==> src/rtl/invmob2_if.sv <==
// Stream interface for the inverse Mobius engine: the vector input, the result
// output and the busy flag, grouped so the engine plugs in as one port.
interface invmob2_if #(
   parameter int N = 64
);

   logic [0:N-1] in_data;
   logic         in_valid;
   logic         in_ready;
   logic [0:N-1] out_data;
   logic         out_valid;
   logic         out_ready;
   logic         busy;

   // The upstream/downstream side that feeds vectors and drains results.
   modport master (
      output in_data, in_valid, out_ready,
      input  in_ready, out_data, out_valid, busy
   );

   // The engine side.
   modport slave (
      input  in_data, in_valid, out_ready,
      output in_ready, out_data, out_valid, busy
   );

endinterface

==> src/rtl/invmob2.sv <==
// Iterative inverse Mobius transform over GF(2).
// Each RUN cycle applies one round: unshuffle (even bits to the lower half,
// odd bits to the upper half), then XOR the lower half into the upper half.
// After log2_N rounds every index bit has been folded exactly once and the
// rotation from the unshuffles has come back to identity, so d holds the
// truth table of the ANF vector that was accepted.
module invmob2 #(
   parameter int N      = 64,
   parameter int log2_N = 6
) (
   input logic     clk,
   input logic     rst,
   invmob2_if.slave bus
);

   localparam int CW = $clog2(log2_N + 1);

   // Reject parameter sets where the round count does not match the width.
   if (N < 2 || N != (1 << log2_N)) begin : g_bad_params
      $error("invmob2: N must be a power of two >= 2 and equal 2**log2_N");
   end

   typedef enum logic [1:0] {
      IDLE = 2'd0,
      RUN  = 2'd1,
      DONE = 2'd2
   } state_t;

   state_t       state;
   logic [0:N-1] d;
   logic [0:N-1] m;
   logic [0:N-1] d_next;
   logic [CW-1:0] cnt;

   // One round of the transform applied to the current contents of d.
   always_comb begin
      m      = '0;
      d_next = '0;
      for (int i = 0; i < N / 2; i++) begin
         m[i]       = d[2 * i];
         m[i + N/2] = d[2 * i + 1];
      end
      for (int i = 0; i < N / 2; i++) begin
         d_next[i]       = m[i];
         d_next[i + N/2] = m[i + N/2] ^ m[i];
      end
   end

   // Control FSM and data register: accept in IDLE, round in RUN, hold in DONE.
   always_ff @(posedge clk) begin
      if (rst) begin
         state <= IDLE;
         d     <= '0;
         cnt   <= '0;
      end else begin
         case (state)
            IDLE: begin
               if (bus.in_valid) begin
                  d     <= bus.in_data;
                  cnt   <= '0;
                  state <= RUN;
               end
            end
            RUN: begin
               d   <= d_next;
               cnt <= cnt + CW'(1);
               if (cnt == CW'(log2_N - 1)) begin
                  state <= DONE;
               end
            end
            DONE: begin
               if (bus.out_ready) begin
                  state <= IDLE;
               end
            end
            default: begin
               state <= IDLE;
            end
         endcase
      end
   end

   assign bus.in_ready  = (state == IDLE);
   assign bus.busy      = (state == RUN);
   assign bus.out_valid = (state == DONE);
   assign bus.out_data  = d;

endmodule
==> src/flat_wrapper.sv <==
// flat-port wrapper written by rule: the top's interface ports become plain ports
module invmob2_flat 
#(
   parameter int N      = 64,
   parameter int log2_N = 6
)
  (clk, rst, bus_in_data, bus_in_valid, bus_out_ready, bus_in_ready, bus_out_data, bus_out_valid, bus_busy);
  invmob2_if #(.N(N)) bus_i ();
  input logic clk;
  input logic rst;
  input wire logic [$bits(bus_i.in_data)-1:0] bus_in_data;
  input wire logic [$bits(bus_i.in_valid)-1:0] bus_in_valid;
  input wire logic [$bits(bus_i.out_ready)-1:0] bus_out_ready;
  output wire logic [$bits(bus_i.in_ready)-1:0] bus_in_ready;
  output wire logic [$bits(bus_i.out_data)-1:0] bus_out_data;
  output wire logic [$bits(bus_i.out_valid)-1:0] bus_out_valid;
  output wire logic [$bits(bus_i.busy)-1:0] bus_busy;
  assign bus_i.in_data = bus_in_data;
  assign bus_i.in_valid = bus_in_valid;
  assign bus_i.out_ready = bus_out_ready;
  assign bus_in_ready = bus_i.in_ready;
  assign bus_out_data = bus_i.out_data;
  assign bus_out_valid = bus_i.out_valid;
  assign bus_busy = bus_i.busy;
  invmob2 #(.N(N), .log2_N(log2_N)) u_core (.clk(clk), .rst(rst), .bus(bus_i));
endmodule
==> config.mk <==
export PLATFORM = sky130hd
export DESIGN_NAME = invmob2_flat
export DESIGN_NICKNAME = d
export VERILOG_FILES = /design/src/rtl/invmob2_if.sv /design/src/rtl/invmob2.sv /design/src/flat_wrapper.sv
export SDC_FILE = /design/constraint.sdc
export NUM_CORES = 1
export LEC_CHECK = 0
export ABC_AREA = 1
export BUFFER_PORTS_ARGS = -buffer_cell sky130_fd_sc_hd__buf_2
export CORE_MARGIN = 8
export CORE_UTILIZATION = 30
export CTS_CLUSTER_DIAMETER = 150
export DETAILED_ROUTE_END_ITERATION = 10
export HOLD_SLACK_MARGIN = 0.12
export PLACE_DENSITY = 0.52
export RECOVER_POWER = 100
export SYNTH_ARGS = -nofsm -noshare
export SYNTH_HDL_FRONTEND = slang
export SYNTH_SLANG_ARGS = --single-unit
==> constraint.sdc <==
create_clock -name clk -period 1.6 [get_ports clk]
set_clock_uncertainty 0.2 [all_clocks]
set_input_delay 0.16 -clock clk [delete_from_list [all_inputs] [get_ports clk]]
set_output_delay 0.16 -clock clk [all_outputs]
set_load 0.05 [all_outputs]
; Word-level counts from Yosys, hierarchy flattened
; Cells that the tools add are included.
[op_classes]
add_sub_neg = 1
eq_ne = 6
bitwise_logic = 33
n_mux = 8
n_reduce_logical = 5
[op_table]
columns = operator, count
row1 = case mux 64 bit (2 select lines), 1
row2 = two-way mux 64 bit, 1
row3 = bitwise XOR 1 bit, 32
row4 = two-way mux 2 bit, 3
row5 = case mux 2 bit (3 select lines), 1
row6 = case mux 3 bit (2 select lines), 1
row7 = AND reduction 3 bit, 2
row8 = "inequality test 2 bit, second input constant", 2
row9 = "adder 3 x 1 -> 3 bit, second input constant", 1
row10 = "equality test 3 bit, second input constant", 1
row11 = two-way mux 3 bit, 1
row12 = "equality test 2 x 1 -> 1 bit, second input constant", 1
row13 = "equality test 2 bit, second input constant", 1
row14 = zero test 2 bit, 1
row15 = "inequality test 2 x 1 -> 1 bit, second input constant", 1
row16 = AND reduction 2 bit, 1
row17 = nonzero test 2 bit, 1
row18 = NOT 1 bit, 1
[word_totals]
register_bits = 69
word_cells = 57
output_inout_bits = 67
inputBits = 68

; Depth between registers and ports, before layout
; Gate-level depths: netlist (run 1).
[logic_depth]
ltp_word = 3
ltp_mapped = 8
depth_no_buf = 6

; Least setup slack after synthesis (run 1)
; Ideal clock, no wire load.
[synth_path]
kind = register to output
from = register u_core.state[1]
to = output port bus_out_valid
n_path_buf = 0
stages_incl_launch_ff = 3
required_time_ns = 1.240
t_arrival_ns = 1.212
path_slack_ns = 0.028
path_cell_list = dfxtp_1 -> inv_4 -> nor2_1
[synth_via]
elab_chain_cells = 1
[synth_rtl]
columns = item, line_no
row1 = "start, declared", invmob2.sv:29  ; state_t state;
row2 = "start signal, assigned", invmob2.sv:52  ; state <= IDLE;
row3 = "start signal, assigned", invmob2.sv:61  ; state <= RUN;
row4 = "start signal, assigned", invmob2.sv:68  ; state <= DONE;
row5 = equality test 2 bit, invmob2.sv:85  ; assign bus.out_valid = (state == DONE);
row6 = "end, declared", flat_wrapper.sv:16  ; output wire logic [$bits(bus_i.out_valid)-1:0] bus_out_valid;
; No other way between the ends.

; Final worst setup path (run 1)
[layout_path]
from = register u_core.state[0]
to = output port bus_busy
[layout_via]
elab_chain_cells = 1
[layout_rtl]
columns = item, line_no
row1 = equality test 2 x 1 -> 1 bit, invmob2.sv:84  ; assign bus.busy = (state == RUN);
row2 = "end, declared", flat_wrapper.sv:17  ; output wire logic [$bits(bus_i.busy)-1:0] bus_busy;
; No other way between the ends.

==> key figures, run 1 <==
Run status
  – Status: finished, final reports clean

Yosys
  – Sequential share of the synthesized area: between 30% and 40%
  – Most common cell in the synthesized netlist: nand2_1
  – Ys Warns: 0
  – Mean Syn Cell Area: just over 6 sq um
  – Library cells used by synthesis: 26
  – Netlist Area Pre-Place: ~3800 sq um
  – Top FF cell, synth: dfxtp_1
  – Asr flop ratio synth: 0%
  – Synth Area in Adders: less than 1%
  – Compound-cell area share of the yosys netlist: ~4.1%
  – XOR/XNOR Fraction of Synth Area: less than 1%
  – Synth top area share: a little over a third
  – Main combinational cell family by area after synthesis: simple AND/OR/NAND/NOR gates
  – Synth area leader: dfxtp_1
  – Gate Count Post-Synth: ~630
  – Post-synth top cells: nand2_1 (193), nor2_1 (114), nand3_1 (101)
  – Largest cells by area after synthesis: dfxtp_1 (37%), nand2_1 (19%), nand3_1 (13%)
  – Flops & latches, synth: between 60 and 70
  – Simple-Gate Fraction of Synth Area: 46.21%
  – Number of synthesized flops with an enable pin: 0
  – Mux cell area share after synthesis: 0%
  – Net Count, Synth: about 700

Finish
  – Ant diodes: 0
  – Nets@finish: 901
  – Share of layout cells above drive strength 1: 22.61%
  – Final std cells w/o fill: between 1000 and 1500
  – Layout area overhead: 53.83%
  – Finished Cell Area: ~5800 sq um

Global routing
  – Largest net degree at the start of global routing: 37
  – Gr usage total: 18.46%
  – Grt ovf: 0
  – Global-route wire length before repair: 23690 microns
  – Vias in the first global route: about 4600
  – Initial antenna violation count: 0

Setup path
  – Worst-path maximum fanout: 5
  – Critical path class: flop to output port
  – Setup crit start kind: flop
  – Arrival time worst endpoint: ~1.2 ns
  – Max stage delay cell, worst path: dfxtp_2
  – CP Capture Type: output port
  – Critical path's largest stage delay: 0.36 ns
  – CP required: around 1.2 ns
  – Worst path cell trace: inv_1 -> nor2_4 -> buf_12 -> buf_6

Drt
  – Initial DRC Count: 240
  – DRT Wirelength: roughly 15000 microns
  – Drt pass-1 iters: 4
  – Routed wire length per instance: 14.93 microns
  – Vias per cell: 4.553
  – Final ANT Viol Nets: 0
  – DRC viols: 0
  – DR vias: 4589

STA
  – Slew Limit Headroom: 79.78%
  – Final hold violations: 0
  – Slew at the pin closest to its max-slew limit: around 0.30 ns
  – Final period util: 96.44%
  – Final min period: 1.543 ns
  – RSZ-0062 raised after global routing: yes
  – Final Max Tran Viols: 0
  – Top achievable clock speed: 648.1 MHz
  – Final setup vio count: 0

Floorplan
  – Die H: about 130 microns
  – Floorplan row count: a little over 40
  – Top Ports: roughly 140
  – Die area: about 16000 sq um
  – Core area: roughly 12000 sq um
  – Die W: 128.2 microns
  – Starting density of the core: slightly above 30%

CTS
  – Clk buf depth: 2
  – Worst-path clk slew: 0.06 ns
  – H-tree levels: 3
  – Root Buffer Master: clkbuf_16
  – CTS tree: done
  – Skew-Pair Late Insertion Delay: between 0.3 and 0.4 ns
  – Total CTS buffers: 9
  – Clk sink count: 69

Placement
  – Final HPWL DP: 10320 microns
  – Placement Cell Area: 4711 sq um
  – Placed cell count: slightly above 900
  – Placer Congestion: 0.8130
  – Buffers on Ports: between 100 and 150

Pwr
  – Worst VDD drop: 0.6063 mV
  – Leakage dissipation: between 3 and 4 nW
  – Pwr/cell area: about 1000 nW/um^2

Job
  – Max-cap violations: 0

Min path
  – HP Class: flop to flop
## per-stage QoR
step	setup WS [ns]	hold WS (ns)	util [%]	TNS, ns	power [mW]
after floorplan	0.02770	0.09610	-	0	3.053
after global placement	0.04924	0.2063	37.79	0	3.520
after detailed placement	0.03250	0.2090	37.79	0	3.533
after CTS	0.02521	0.2865	46.45	0	5.869
after global routing	-0.01501	0.3221	46.61	-0.07719	6.111
final	0.05701	0.2855	46.61	0	5.828
## cell usage in the layout (no fill, tap or decap), types with 2 or more instances in the layout
master,instances
dfxtp_2,2
clkinvlp_4,2
buf_2,68
nand3_1,101
clkinv_2,3
a21oi_1,7
o21ai_1,3
dfxtp_1,67
dlygate4sd3_1,67
ha_1,2
buf_4,15
o21ai_0,19
nand2_4,2
nor2_4,2
nor2_1,113
bufinv_16,2
inv_1,68
buf_12,6
nand2_1,193
clkbuf_2,63
nor3_1,2
buf_6,5
clkbuf_16,10
clkbuf_4,3
## metal layers
layer	global-route usage, %	vias to the layer above	wire length (microns)
met5	0	-	0
met4	6.224	0	303
met3	4.742	19	1045
met2	31.10	165	7183
met1	22.24	2062	6513
li1	-	2343	-
## final cells by class
class | count | area [sq um]
Clock buffer | 9 | 225.2
Clock inverter | 7 | 90.09
Fill cell | 1319 | 6655
Inverter | 70 | 265.3
Multi-Input combinational cell | 452 | 1936
Sequential cell | 69 | 1384
Tap cell | 172 | 215.2
Timing Repair Buffer | 229 | 1695
## worst max-delay path: cells and delay by family (launching register included)
family,cells,cell delay [ns]
buf+inv,3,0.36
flops,1,0.36
simple gates,1,0.12
## registers in the layout, indices dropped and copies added (netlist names)
signal and cells:
u_core.bus.out_data 64, u_core.cnt 3, u_core.state 2
## final timing paths
check	from	end	slack (ns)	cells past startpoint
max reg2reg	u_core.state[0]$_SDFFE_PP0P_	u_core.bus.out_data[9]$_SDFFE_PP0P_	0.08	8
min	u_core.cnt[1]$_SDFFE_PP0P_	u_core.cnt[1]$_SDFFE_PP0P_	0.29	2
max	u_core.state[0]$_SDFFE_PP0P_	bus_busy	0.06	4
min reg2reg	u_core.cnt[1]$_SDFFE_PP0P_	u_core.cnt[1]$_SDFFE_PP0P_	0.29	2
## where the power goes
part           internal (mW)  switching [mW]  total (mW)
clock network           1.36           0.796        2.15
logic                  0.581            1.06        1.64
registers               1.86           0.176        2.03
total                   3.79            2.03        5.83
## cell families (layout without fill, tap and decap cells)
family,count (synthesis),in the layout
AOI/OAI and AO/OA,30,30
buffers and inverters,104,315
xor gates and xnor gates,1,1
and+or+nand+nor,419,419
DFF,69,69
adders and majority gates,2,2
## timing repair
item                                   CTS  global route
gates resized for setup                  9             4
setup buffers                            5             0
cloned                                   1             1
pin swaps                                2             2
endpoints found under the hold margin   67             0
setup endpoints to repair                3            20
hold buffers                            67             0
No activity file was read; power rests on OpenSTA's default activity.
==> run 2: changes to the inputs <==
- CELL_PAD_IN_SITES_DETAIL_PLACEMENT: not set -> 2
- CELL_PAD_IN_SITES_GLOBAL_PLACEMENT: not set -> 2
- CORE_UTILIZATION: 30 -> 25
- PLACE_DENSITY: 0.52 -> 0.8
==> key figures, run 2 (same netlist as run 1, synthesis figures left out) <==
Setup path
  – Worst path cell trace: buf_6 -> nor2_4 -> buf_6 -> buf_12
  – Worst path most repeated cell: buf_6
  – Setup crit start kind: flop
  – CP Capture Type: output port
  – Top Family by Delay on Critical Path: buffers and inverters
  – Critical path class: flop to output port
  – Crit path buf inv count: 3 (unchanged)
  – Critical path's largest stage delay: 0.36 ns (about the same)
  – Path length in cells of the critical path: 4 (unchanged)
  – Arrival time worst endpoint: 1.25 ns (+0.07 ns)
  – CP required: 1.24 ns (about the same)
  – Reg2Reg Depth: 6 (-2)
  – Worst-path maximum fanout: 4 (-1)
  – Max stage delay cell, worst path: dfxtp_4

Finish
  – Ant diodes: 0 (unchanged)
  – Finished Cell Area: 5947 sq um (+2.3%)
  – Layout area overhead: 57.44%
  – Max reg flops: 64 (unchanged)
  – Commonest non-fill, non-tap cell in the layout: nand2_1
  – Share of layout cells above drive strength 1: 24.70% (+2.1 points)
  – Nets@finish: 906 (+0.55%)
  – Final std cells w/o fill: 1026 (+1.8%)
  – Most frequent cells in the layout: nand2_1 (189), nor2_1 (107), nand3_1 (97)
  – Post-layout util: 39.71% (-6.9 points)

CTS
  – Skew-Pair Late Insertion Delay: 0.34 ns (about the same)
  – Total CTS buffers: 9 (unchanged)
  – Worst-path clk slew: 0.06 ns (about the same)
  – Cts hold-fix bufs: 66 (-1.5%)
  – CTS tree: done
  – Clk buf depth: 2 (unchanged)
  – H-tree levels: 3 (unchanged)
  – Clk sink count: 69 (unchanged)
  – Root Buffer Master: clkbuf_16

Global routing
  – Gr usage total: 22.78% (+4.3 points)
  – Vias in the first global route: 5763 (+27%)
  – Global-route wire length before repair: 34230 microns (+45%)
  – Largest net degree at the start of global routing: 47 (+27%)
  – Initial antenna violation count: 0 (unchanged)
  – Grt ovf: 0 (unchanged)

Pwr
  – Combinational share of power: 32.5% (+4.3 points)
  – Worst VDD drop: 0.5380 mV (-11%)
  – Internal: 3.545 mW (-6.6%)
  – Pwr/cell area: 975.3 nW/um^2 (-2.8%)
  – Clock share of power: 31.8% (-5.1 points)
  – Proportion of power drawn by flip-flops and latches: 35.7% (+0.8 points)
  – Switching share of total power: 38.88% (+4.0 points)
  – Overall power: 5.800 mW (-0.47%)
  – Leakage dissipation: 3.048 nW (+1.4%)
  – Sw Pwr: 2.255 mW (+11%)

STA
  – Slew Limit Headroom: 73.38% (-6.4 points)
  – Final period util: 100.6% (+4.1 points)
  – Setup TNS: -0.009790 ns (-0.009790 ns)
  – Final setup vio count: 2 (+2)
  – Top achievable clock speed: 621.4 MHz (-4.1%)
  – Worst Setup Slack, final: -0.009232 ns (-0.06624 ns)
  – Final min period: 1.609 ns (+0.06624 ns)
  – Final Max Tran Viols: 0 (unchanged)
  – Slew at the pin closest to its max-slew limit: 0.3987 ns (+0.09411 ns)
  – Final hold violations: 0 (unchanged)
  – Final Hold Slack: 0.1153 ns (-0.1702 ns)
  – RSZ-0062 raised after global routing: yes

Placement
  – Placed cell count: 931 (+1.4%)
  – Final HPWL DP: 13420 microns (+30%)
  – Placement Cell Area: 4683 sq um (-0.58%)
  – Dpl ws: -0.08768 ns (-0.1202 ns)
  – Placer Congestion: 0.7996 (-1.6%)
  – Buffers on Ports: 134 (unchanged)

Drt
  – DR vias: 5119 (+12%)
  – Final ANT Viol Nets: 0 (unchanged)
  – Highest routed layer: met4
  – Initial DRC Count: 296 (+23%)
  – DRC viols: 0 (unchanged)
  – Vias per cell: 4.989 (+9.6%)
  – DRT Wirelength: 23480 microns (+56%)
  – Routed wire length per instance: 22.89 microns (+53%)
  – Met1 WL: 9715 microns (+49%)
  – Routed wl met2: 11930 microns (+66%)
  – Drt pass-1 iters: 4 (unchanged)
  – DR WL met3: 1284 microns (+23%)

Floorplan
  – Floorplan row count: 45 (+9.8%)
  – Core area: 14980 sq um (+20%)
  – Die area: 19300 sq um (+17%)
  – Die H: 138.9 microns (+8.4%)
  – Die W: 138.9 microns (+8.4%)
  – Top Ports: 135 (unchanged)
  – Starting density of the core: 25.22% (-5.1 points)

Min path
  – HP Class: input port to flop
  – Min-Delay Path Depth: 4 (+2)

Run status
  – Failing checks: negative setup slack
  – Status: finished with violations

Job
  – Max-cap violations: 0 (unchanged)
run 2: changes by cell type in the layout (fill, tap and decap cells not counted), sizes merged:
cell         previous run  this run
bufbuf                  1         0
clkinvlp                2         1
dlygate4sd3            67        66
clkbuf                 76        64
buf                    94       114
clkinv                  4         3
bufinv                  2         0
run 2: timing repair:
action                     4_1_cts  5_1_grt
gates resized for setup         17       30
pin swaps                        2        5
hold endpoints to repair        67        1
gates cloned                     2        3
buffers inserted                11        2
setup endpoints to repair       24       55
run 2: power by group through the flow:
stage,Combinational (mW),Sequential (mW),Clock (mW)
after detailed placement,1.50,2.09,0
after floorplan,0.588,2.46,0
final,1.89,2.07,1.84
after CTS,1.75,2.05,1.84
after global placement,1.44,2.08,0
after global routing,1.99,2.08,1.93
run 2: worst paths after layout:
check	slack (ns)	end	from
worst min register to register	0.34	u_core.cnt[0]$_SDFFE_PP0P_	u_core.cnt[0]$_SDFFE_PP0P_
worst max register to register	0	u_core.bus.out_data[34]$_SDFFE_PP0P_	u_core.state[1]$_SDFFE_PP0P_
worst max-delay path	-0.009	bus_in_ready	u_core.state[0]$_SDFFE_PP0P_
worst min-delay path	0.12	u_core.cnt[0]$_SDFFE_PP0P_	bus_in_valid
run 2: worst register-to-register path, cell delays in order, from the launching register on:
cell	delay [ns]
dfxtp_4	0.41
inv_4	0.09
nand2_4	0.12
nand2_8	0.10
clkbuf_16	0.20
o21ai_0	0.27
nor2_1	0.10
run 2: cell type report:
| cell class | count | area (sq um) |
|---|---|---|
| fillers | 1759 | 9030 |
| multi-input cells | 452 | 1999 |
| inverters | 70 | 269.0 |
| clock inverters | 3 | 15.01 |
| clock buffers | 10 | 239.0 |
| flip-flops and latches | 69 | 1389 |
| repair buffers | 234 | 1800 |
| well taps | 188 | 235.2 |
run 2: layer usage:
layer  global-route usage (%)  vias to the layer above
li1                         -                     2343
met1                    26.24                     2549
met2                    40.24                      180
met3                    5.508                       47
met4                    8.088                        0
met5                        0                        -
==> run 3: changes to the inputs <==
- SKIP_LAST_GASP: not set -> 1
==> key figures, run 3 (same netlist as run 1, synthesis figures left out) <==
Run status
  – Status: finished with violations
  – Failing checks: negative setup slack

Placement
  – Buffers on Ports: 134 (unchanged)
  – Placer Congestion: 0.7996 (unchanged)
  – Dpl ws: -0.08768 ns (unchanged)
  – Final HPWL DP: 13420 microns (unchanged)

Pwr
  – Sw Pwr: 2.217 mW (-1.7%)
  – Worst VDD drop: 0.4874 mV (-9.4%)
  – Clock share of power: 32.2% (+0.4 points)
  – Combinational share of power: 31.7% (-0.8 points)
  – Internal: 3.516 mW (-0.83%)
  – Proportion of power drawn by flip-flops and latches: 36.1% (+0.4 points)
  – Overall power: 5.733 mW (-1.2%)
  – Pwr/cell area: 978.4 nW/um^2 (+0.32%)
  – Switching share of total power: 38.68% (-0.20 points)
  – Leakage dissipation: 3.015 nW (-1.1%)

Setup path
  – Reg2Reg Depth: 8 (+2)
  – Critical path class: flop to output port
  – Worst-path maximum fanout: 4 (unchanged)
  – CP required: 1.24 ns (about the same)
  – Max stage delay cell, worst path: dfxtp_4
  – Arrival time worst endpoint: 1.25 ns (about the same)
  – CP Capture Type: output port
  – Crit path buf inv count: 3 (unchanged)
  – Setup crit start kind: flop
  – Top Family by Delay on Critical Path: buffers and inverters
  – Critical path's largest stage delay: 0.36 ns (about the same)
  – Path length in cells of the critical path: 4 (unchanged)
  – Worst path most repeated cell: buf_6
  – Worst path cell trace: buf_6 -> nor2_4 -> buf_6 -> buf_12

Drt
  – Highest routed layer: met4
  – DR vias: 5045 (-1.4%)
  – Met1 WL: 9286 microns (-4.4%)
  – DRT Wirelength: 22490 microns (-4.2%)
  – Final ANT Viol Nets: 0 (unchanged)
  – Vias per cell: 4.917 (-1.4%)
  – Routed wire length per instance: 21.92 microns (-4.2%)
  – Drt pass-1 iters: 4 (unchanged)
  – Initial DRC Count: 251 (-15%)
  – DR WL met3: 941 microns (-27%)
  – Routed wl met2: 11750 microns (-1.5%)
  – DRC viols: 0 (unchanged)

Global routing
  – Grt ovf: 0 (unchanged)
  – Gr usage total: 22.07% (-0.70 points)
  – Initial antenna violation count: 2 (+2)
  – Global-route wire length before repair: 33310 microns (-2.7%)
  – Vias in the first global route: 5721 (-0.73%)
  – Largest net degree at the start of global routing: 47 (unchanged)

CTS
  – H-tree levels: 3 (unchanged)
  – Skew-Pair Late Insertion Delay: 0.34 ns (about the same)
  – Clk sink count: 69 (unchanged)
  – Total CTS buffers: 9 (unchanged)
  – Clk buf depth: 2 (unchanged)
  – Root Buffer Master: clkbuf_16
  – CTS tree: done
  – Worst-path clk slew: 0.06 ns (about the same)

Finish
  – Post-layout util: 39.12% (-0.58 points)
  – Layout area overhead: 55.12%
  – Commonest non-fill, non-tap cell in the layout: nand2_1
  – Max reg flops: 64 (unchanged)
  – Share of layout cells above drive strength 1: 24.04% (-0.66 points)
  – Most frequent cells in the layout: nand2_1 (192), nor2_1 (106), nand3_1 (99)
  – Nets@finish: 904 (-0.22%)

Floorplan
  – Starting density of the core: 25.22% (unchanged)
  – Core area: 14980 sq um (unchanged)
  – Top Ports: 135 (unchanged)
  – Die W: 138.9 microns (unchanged)
  – Die area: 19300 sq um (unchanged)
  – Floorplan row count: 45 (unchanged)
  – Die H: 138.9 microns (unchanged)

STA
  – Slew Limit Headroom: 74.37% (+0.98 points)
  – Top achievable clock speed: 620.5 MHz (-0.15%)
  – Worst Setup Slack, final: -0.01159 ns (-0.002355 ns)
  – Final setup vio count: 3 (+1)
  – RSZ-0062 raised after global routing: yes
  – Final min period: 1.612 ns (+0.002355 ns)
  – Final period util: 100.7% (+0.15 points)
  – Final Max Tran Viols: 0 (unchanged)
  – Final hold violations: 0 (unchanged)
  – Slew at the pin closest to its max-slew limit: 0.3840 ns (-0.01475 ns)

Min path
  – Min-Delay Path Depth: 4 (unchanged)
  – HP Class: input port to flop

Job
  – Max-cap violations: 0 (unchanged)
-- run 3: cell types whose count changed in the layout (fill, tap and decap cells not counted), sizes merged --
cell      previous run  this run
buf                114       112
diode                0         2
clkinv               3         4
clkinvlp             1         0
-- run 3: worst paths after layout --
path | start | to | slack, ns
max | u_core.state[0]$_SDFFE_PP0P_ | bus_in_ready | -0.01
min | bus_in_valid | u_core.cnt[0]$_SDFFE_PP0P_ | 0.12
max reg2reg | u_core.state[0]$_SDFFE_PP0P_ | u_core.bus.out_data[42]$_SDFFE_PP0P_ | -0.01
min reg2reg | u_core.cnt[1]$_SDFFE_PP0P_ | u_core.cnt[1]$_SDFFE_PP0P_ | 0.32
-- run 3: area by class of cell --
class	instances	area (sq um)
fill	1779	9117
multi-input combinational	452	1981
timing repair buffer	232	1729
sequential	69	1390
inverter	70	265.3
clock buffer	10	239.0
tap	188	235.2
clock inverter	3	15.01
antenna	2	5.005
-- run 3: metrics by stage --
stage,hold slack [ns],TNS [ns],cell area [sq um],instances
4_1_cts,0.1687,-0.006867,5807,1023
5_1_grt,0.1395,-0.5010,5859,1026
2_1_floorplan,0.09610,0,3777,625
6_report,0.1224,-0.01891,5859,1026
3_5_place_dp,0.2309,-0.2881,4683,931
3_3_place_gp,0.1886,0,4683,931
-- run 3: tightest hold or removal path, cell delays in order --
cell	delay [ns]
buf_2	0.15
nand2_4	0.08
nand2_4	0.13
a21oi_1	0.08
-- run 3: power groups by stage --
stage | Clock (mW) | Sequential (mW) | Combinational [mW]
after global placement | 0 | 2.08 | 1.44
after detailed placement | 0 | 2.09 | 1.50
after global routing | 1.94 | 2.08 | 1.94
final | 1.85 | 2.07 | 1.82
after CTS | 1.84 | 2.05 | 1.75
after floorplan | 0 | 2.46 | 0.588
-- run 3: routing by layer --
layer  GRT usage (%)  up-vias
met5               0        -
li1                -     2338
met3           4.372       35
met1           25.26     2543
met2           39.62      129
met4           8.550        0
-- run 3: timing repair --
item | CTS | global route
setup buffers | 11 | 2
endpoints found under the setup margin | 24 | 53
gates resized for setup | 16 | 21
gates cloned | 2 | 1
endpoints found under the hold margin | 67 | 0
pin swaps | 2 | 3
hold buffers | 66 | 0
